--- config.mk ---
export PLATFORM = sky130hd
export DESIGN_NAME = hsv_seq_ctrl
export DESIGN_NICKNAME = d
export VERILOG_FILES = /design/src/rtl/hsv_seq_ctrl_pkg.sv /design/src/rtl/hsv_smag_addsub.sv /design/src/rtl/hsv_seq_ctrl.sv
export SDC_FILE = /design/constraint.sdc
export NUM_CORES = 1
export LEC_CHECK = 0
export CAP_MARGIN = 20
export CORE_MARGIN = 1.5
export CORE_UTILIZATION = 46
export CTS_CLUSTER_DIAMETER = 50
export DETAILED_ROUTE_END_ITERATION = 10
export PLACE_DENSITY_LB_ADDON = 0.2
export SKIP_LAST_GASP = 1
export SYNTH_ARGS = -nofsm -noshare
export SYNTH_HDL_FRONTEND = slang
export SYNTH_SLANG_ARGS = --single-unit
export TNS_END_PERCENT = 5
--- constraint.sdc ---
create_clock -name clk -period 18.15 [get_ports clk]
set_input_delay 2.7225 -clock clk [delete_from_list [all_inputs] [get_ports clk]]
set_output_delay 2.7225 -clock clk [all_outputs]
set_load 0.03 [all_outputs]
--- src/rtl/hsv_seq_ctrl_pkg.sv ---
// Shared types and constants for the RGB-to-HSV sequencing controller.
// Values are N-bit sign-magnitude with Q fraction bits.
package hsv_seq_ctrl_pkg;

   localparam int N = 32;
   localparam int Q = 15;

   typedef enum logic [2:0] {
      IDLE,
      PREP,
      DIV_H,
      DIV_S,
      MUL_H,
      WRAP,
      OUT
   } state_e;

   typedef enum logic [1:0] {
      BR_R,
      BR_G,
      BR_B
   } branch_e;

   localparam logic [N-1:0] HUE_SCALE = N'(60) << Q;
   localparam logic [N-1:0] HUE_WRAP  = N'(360) << Q;
   localparam logic [N-1:0] OFF_R     = '0;
   localparam logic [N-1:0] OFF_G     = N'(2) << Q;
   localparam logic [N-1:0] OFF_B     = N'(4) << Q;

   function automatic logic [N-1:0] hue_off(input branch_e br);
      logic [N-1:0] o;
      o = OFF_R;
      unique case (br)
         BR_G:    o = OFF_G;
         BR_B:    o = OFF_B;
         default: o = OFF_R;
      endcase
      return o;
   endfunction

endpackage

--- src/rtl/hsv_smag_addsub.sv ---
// Combinational sign-magnitude add/subtract (y = a + b or a - b).
// A zero magnitude always yields a positive sign.
module hsv_smag_addsub
   import hsv_seq_ctrl_pkg::*;
(
   input  logic [N-1:0] a_i,
   input  logic [N-1:0] b_i,
   input  logic         sub_i,
   output logic [N-1:0] y_o
);

   logic         sa, sb, sgn;
   logic [N-2:0] ma, mb, mag;

   always_comb begin
      sa  = a_i[N-1];
      sb  = b_i[N-1] ^ sub_i;
      ma  = a_i[N-2:0];
      mb  = b_i[N-2:0];
      mag = '0;
      sgn = 1'b0;
      if (sa == sb) begin
         mag = ma + mb;
         sgn = sa;
      end else if (ma >= mb) begin
         mag = ma - mb;
         sgn = sa;
      end else begin
         mag = mb - ma;
         sgn = sb;
      end
      if (mag == '0) sgn = 1'b0;
      y_o = {sgn, mag};
   end

endmodule

--- src/rtl/hsv_seq_ctrl.sv ---
// Sequences one pixel through the shared divider and multiplier
// to produce H, S and V in sign-magnitude Q format.
module hsv_seq_ctrl
   import hsv_seq_ctrl_pkg::*;
(
   input  logic         clk,
   input  logic         rst,
   input  logic         in_valid,
   output logic         in_ready,
   input  logic [7:0]   r,
   input  logic [7:0]   g,
   input  logic [7:0]   b,
   output logic         div_start,
   output logic [N-1:0] div_dividend,
   output logic [N-1:0] div_divisor,
   input  logic         div_complete,
   input  logic [N-1:0] div_quotient,
   input  logic         div_overflow,
   output logic         mul_start,
   output logic [N-1:0] mul_a,
   output logic [N-1:0] mul_b,
   input  logic         mul_complete,
   input  logic [N-1:0] mul_result,
   input  logic         mul_overflow,
   output logic         out_valid,
   input  logic         out_ready,
   output logic [N-1:0] h,
   output logic [N-1:0] s,
   output logic [N-1:0] v,
   output logic         err
);

   state_e       state_q, state_d;
   branch_e      br_q, br_d, br;
   logic [N-1:0] r_q, r_d, g_q, g_d, b_q, b_d;
   logic [N-1:0] delta_q, delta_d, num_q, num_d;
   logic [N-1:0] v_q, v_d, s_q, s_d, h_q, h_d;
   logic [N-1:0] frac_q, frac_d, mres_q, mres_d;
   logic         nsign_q, nsign_d, err_q, err_d;
   logic         busy_q, busy_d;

   logic [N-1:0] cmax, cmin, na, nb;
   logic [N-1:0] delta, num, mula, wrapped;
   logic         accept, div_done, mul_done, in_div;

   always_comb begin
      br = BR_B;
      if (r_q >= g_q && r_q >= b_q) br = BR_R;
      else if (g_q >= b_q) br = BR_G;
   end

   always_comb begin
      cmax = b_q;
      na   = r_q;
      nb   = g_q;
      unique case (br)
         BR_R: begin
            cmax = r_q;
            na   = g_q;
            nb   = b_q;
         end
         BR_G: begin
            cmax = g_q;
            na   = b_q;
            nb   = r_q;
         end
         default: begin
            cmax = b_q;
            na   = r_q;
            nb   = g_q;
         end
      endcase
      cmin = r_q;
      if (g_q < cmin) cmin = g_q;
      if (b_q < cmin) cmin = b_q;
   end

   hsv_smag_addsub u_delta (
      .a_i   (cmax),
      .b_i   (cmin),
      .sub_i (1'b1),
      .y_o   (delta)
   );

   hsv_smag_addsub u_num (
      .a_i   (na),
      .b_i   (nb),
      .sub_i (1'b1),
      .y_o   (num)
   );

   hsv_smag_addsub u_off (
      .a_i   (frac_q),
      .b_i   (hue_off(br_q)),
      .sub_i (1'b0),
      .y_o   (mula)
   );

   // Negative results add a full turn, positive ones subtract it.
   hsv_smag_addsub u_wrap (
      .a_i   (mres_q),
      .b_i   (HUE_WRAP),
      .sub_i (~mres_q[N-1]),
      .y_o   (wrapped)
   );

   assign in_div    = (state_q == DIV_H) || (state_q == DIV_S);
   assign in_ready  = (state_q == IDLE);
   assign out_valid = (state_q == OUT);
   assign div_start = in_div && !busy_q;
   assign mul_start = (state_q == MUL_H) && !busy_q;
   assign mul_a     = (state_q == MUL_H) ? mula : '0;
   assign mul_b     = (state_q == MUL_H) ? HUE_SCALE : '0;
   assign accept    = in_valid && in_ready;
   assign div_done  = in_div && busy_q && div_complete;
   assign mul_done  = (state_q == MUL_H) && busy_q && mul_complete;
   assign h         = h_q;
   assign s         = s_q;
   assign v         = v_q;
   assign err       = err_q;

   always_comb begin
      div_dividend = '0;
      div_divisor  = '0;
      if (state_q == DIV_H) begin
         div_dividend = num_q;
         div_divisor  = delta_q;
      end else if (state_q == DIV_S) begin
         div_dividend = delta_q;
         div_divisor  = v_q;
      end
   end

   always_comb begin
      state_d = state_q;
      br_d    = br_q;
      r_d     = r_q;
      g_d     = g_q;
      b_d     = b_q;
      delta_d = delta_q;
      num_d   = num_q;
      nsign_d = nsign_q;
      v_d     = v_q;
      s_d     = s_q;
      h_d     = h_q;
      frac_d  = frac_q;
      mres_d  = mres_q;
      busy_d  = busy_q;
      err_d   = err_q | (div_done & div_overflow) | (mul_done & mul_overflow);
      if (div_start || mul_start) busy_d = 1'b1;
      if (div_done || mul_done) busy_d = 1'b0;
      unique case (state_q)
         IDLE: begin
            if (accept) begin
               r_d     = {{(N-8-Q){1'b0}}, r, {Q{1'b0}}};
               g_d     = {{(N-8-Q){1'b0}}, g, {Q{1'b0}}};
               b_d     = {{(N-8-Q){1'b0}}, b, {Q{1'b0}}};
               err_d   = 1'b0;
               state_d = PREP;
            end
         end
         PREP: begin
            br_d    = br;
            delta_d = delta;
            num_d   = {1'b0, num[N-2:0]};
            nsign_d = num[N-1];
            v_d     = cmax;
            h_d     = '0;
            s_d     = '0;
            state_d = (delta[N-2:0] == '0) ? OUT : DIV_H;
         end
         DIV_H: begin
            if (div_done) begin
               frac_d  = {nsign_q & (|div_quotient[N-2:0]),
                          div_quotient[N-2:0]};
               state_d = DIV_S;
            end
         end
         DIV_S: begin
            if (div_done) begin
               s_d     = div_quotient;
               state_d = MUL_H;
            end
         end
         MUL_H: begin
            if (mul_done) begin
               mres_d  = mul_result;
               state_d = WRAP;
            end
         end
         WRAP: begin
            if (mres_q[N-1] || ({1'b0, mres_q[N-2:0]} >= HUE_WRAP))
               h_d = wrapped;
            else
               h_d = mres_q;
            state_d = OUT;
         end
         OUT: begin
            if (out_ready) state_d = IDLE;
         end
         default: state_d = IDLE;
      endcase
   end

   always_ff @(posedge clk or posedge rst) begin
      if (rst) begin
         state_q <= IDLE;
         br_q    <= BR_R;
         r_q     <= '0;
         g_q     <= '0;
         b_q     <= '0;
         delta_q <= '0;
         num_q   <= '0;
         nsign_q <= 1'b0;
         v_q     <= '0;
         s_q     <= '0;
         h_q     <= '0;
         frac_q  <= '0;
         mres_q  <= '0;
         busy_q  <= 1'b0;
         err_q   <= 1'b0;
      end else begin
         state_q <= state_d;
         br_q    <= br_d;
         r_q     <= r_d;
         g_q     <= g_d;
         b_q     <= b_d;
         delta_q <= delta_d;
         num_q   <= num_d;
         nsign_q <= nsign_d;
         v_q     <= v_d;
         s_q     <= s_d;
         h_q     <= h_d;
         frac_q  <= frac_d;
         mres_q  <= mres_d;
         busy_q  <= busy_d;
         err_q   <= err_d;
      end
   end

endmodule

==> results by group <==
Routing
  • DR pass1 iterations: 6
  • Drt wl/cell: about 19 um
  • Post-route ant nets: 0
  • Total wire length: 45.6 mm
  • Residual DRC: 0
  • Routed vias/inst: 5.70
  • 1st-iter DRT viols: 1,307
  • Vias after detailed routing: roughly 13,000

Yosys
  • Post-Synthesis Cell Area: between 10,000 and 15,000 um^2
  • Sequential-to-total area share from yosys stat: 33.1%
  • Yosys warning total: 0
  • Post-synth top cells: nand2_1 (245), dfrtp_1 (193), o21ai_0 (173)
  • Avg Inst Size Synth: 8.32 um^2
  • Largest cells by area after synthesis: dfrtp_1 (33%), ha_1 (6.3%), nand2_1 (6.3%), o21ai_0 (5.9%), mux2_2 (5.2%)
  • Yosys top cell area share: 33.1%
  • Cell count after synthesis: roughly 1,800
  • Count leader, synth: nand2_1
  • Synth area leader: dfrtp_1
  • Primary FF master, synth: dfrtp_1
  • Synth Register Bits: approximately 190
  • Count of flip-flops with a built-in enable after synthesis: 0
  • Synth unique cells: a little under 80
  • Post-synthesis async set-or-reset flop share: 100%

STA
  • Slew HR: 24.2%
  • Fin crit share: 41.7%
  • Slack of the critical path: around 11,000 ps
  • RSZ-0062 raised after global routing: false
  • Clk_skew: 13.6 ps
  • Final worst path period need: roughly 7600 ps
  • Highest achievable clock rate: about 130 MHz
  • Max-slew violations: 0
  • Measured slew at the worst slew-check pin: 1140 ps
  • Setup TNS: 0 ps
  • Hold Vio Cnt, Final: 0
  • Setup-failing EPs final: 0

CTS
  • Clock transition at the registers of the reported paths: approximately 70 ps
  • Setup bufs post-CTS: 0
  • CTS buffer count: 17
  • H-tree depth: 4
  • CTS Buffer Depth: 2
  • Worst-Skew Late Latency: about 450 ps
  • CTS sink count: 193
  • # resized after CTS: 0
  • CTS tree: yes
  • Clock Tree Root: clkbuf_16
  • # hold bufs at CTS: 0

Worst setup path
  • Type of the worst setup path: register to output port
  • Arrival time worst endpoint: just under 5000 ps
  • Startpoint Class: register
  • Req. time, crit path: 15,430 ps
  • Setup crit end kind: output port
  • Worst Path Max Fanout: 21

Global routing
  • GRT Residual Overflow: 0
  • First-pass GRT wire length: roughly 71 mm
  • Antenna violations before repair: 1
  • Global-route usage over all layers: 27.6%
  • Largest net degree at the start of global routing: 124
  • Vias in the first global route: 12,633

Floorplanning
  • Initial Utilization: 46.5%
  • Die area: 32,800 um^2
  • FP Rows: 65
  • DIE WIDTH: 181 um
  • Die height: ~180 um
  • I/O Pins: 325
  • Core area: 31,400 um^2

Placed design
  • GPL Wtd Cong: approximately 0.94
  • Dpl cells: about 2,300
  • Detail Placement HPWL: 34.4 mm
  • Port bufs: 242
  • Worst slack at placement: between 10,000 and 15,000 ps

Layout
  • Layout area overhead: 20.0%
  • Fraction of layout cells with a size suffix above 1: 7.49%
  • NumNets Final: 2,100
  • Cell Count, Final, Fillers Out: 2,338
  • FILL cells: between 2,000 and 3,000

Hold path
  • Type of the worst min-delay path: register to register

Flow run
  • Max Cap Viol: 0

Run status
  • Outcome: finished, final reports clean
-- kinds of logic (layout without fill, tap and decap cells) --
kind of cell / count (synthesis) / count (layout) / synth area share (%)
AOI/OAI and AO/OA: 417 / 417 / 17.4
xor gates and xnor gates: 60 / 60 / 3.60
adders and majority gates: 83 / 83 / 7.50
buffers and inverters: 254 / 352 / 8.92
DFF: 193 / 193 / 33.1
muxes: 138 / 138 / 10.0
other: 1 / 83 / 0.0257
and+or+nand+nor: 610 / 610 / 19.5
-- cell type report --
| class | count | area [um^2] | area share, % |
|---|---|---|---|
| inverter | 62 | 243 | 1.38 |
| clock inverter | 15 | 144 | 0.821 |
| sequential | 193 | 4830 | 27.5 |
| timing repair buffer | 258 | 2570 | 14.7 |
| tap | 402 | 503 | 2.87 |
| multi-input combinational | 1390 | 8820 | 50.3 |
| clock buffer | 17 | 425 | 2.43 |
| antenna | 1 | 2.50 | 0.0143 |
-- routing by layer --
metal,routed length (um),vias to the layer above,track usage (%)
li1,-,6322,-
met2,21400,510,44.6
met3,2510,68,4.15
met1,20400,6437,37.9
met4,1230,0,9.00
met5,0,-,0
-- cell usage in the layout (no fill, tap or decap), types with 41 or more instances in the layout --
cell type / n
conb_1: 82
a21o_1: 46
nand2_1: 245
mux2i_1: 71
xnor2_1: 41
o21ai_0: 173
a21oi_1: 85
mux2_2: 67
ha_1: 74
nor2_1: 134
nor3_1: 47
dfrtp_1: 192
clkdlybuf4s50_1: 242
inv_1: 59
-- metrics by stage --
step,cell area [um^2],util (%),hold slack (ps)
after floorplan,14900,-,444
after global placement,16900,53.9,457
after CTS,17500,55.7,481
final,17500,55.9,477
after detailed placement,16900,53.9,461
after global routing,17500,55.9,499
-- worst max-delay path, stage by stage (launching register included) --
cell and delay, ps:
dfrtp_1 410, inv_1 110, ha_1 290, or3b_2 540, or4_1 640, o2111ai_1 240
buf_4 260, o21ai_0 120, o31a_1 130, nor4_1 390, o21ai_0 160, nor4_1 310
a31oi_1 160, clkdlybuf4s50_1 620
-- state kept, by name, summed over array words and instances (netlist names) --
register	cells
num_q	9
g_q	8
mres_q	32
state_q	3
v	8
busy_q	1
s	32
h	32
r_q	8
err	1
delta_q	16
nsign_q	1
b_q	8
frac_q	32
br_q	2
-- final timing paths --
kind,start,to,slack (ps),cells past startpoint
max,frac_q[0],mul_a[31],10590,13
max in group asynchronous,rst,g_q[16],13740,3
min reg2reg,num_q[22],num_q[22],480,2
min,num_q[22],num_q[22],480,2
min in group asynchronous,rst,h[29],2850,2
max reg2reg,r_q[16],delta_q[31],11210,26
Power is left out: the tool's default activity adds up to more than one toggle a clock period on the data nets, which glitch-free logic cannot reach.
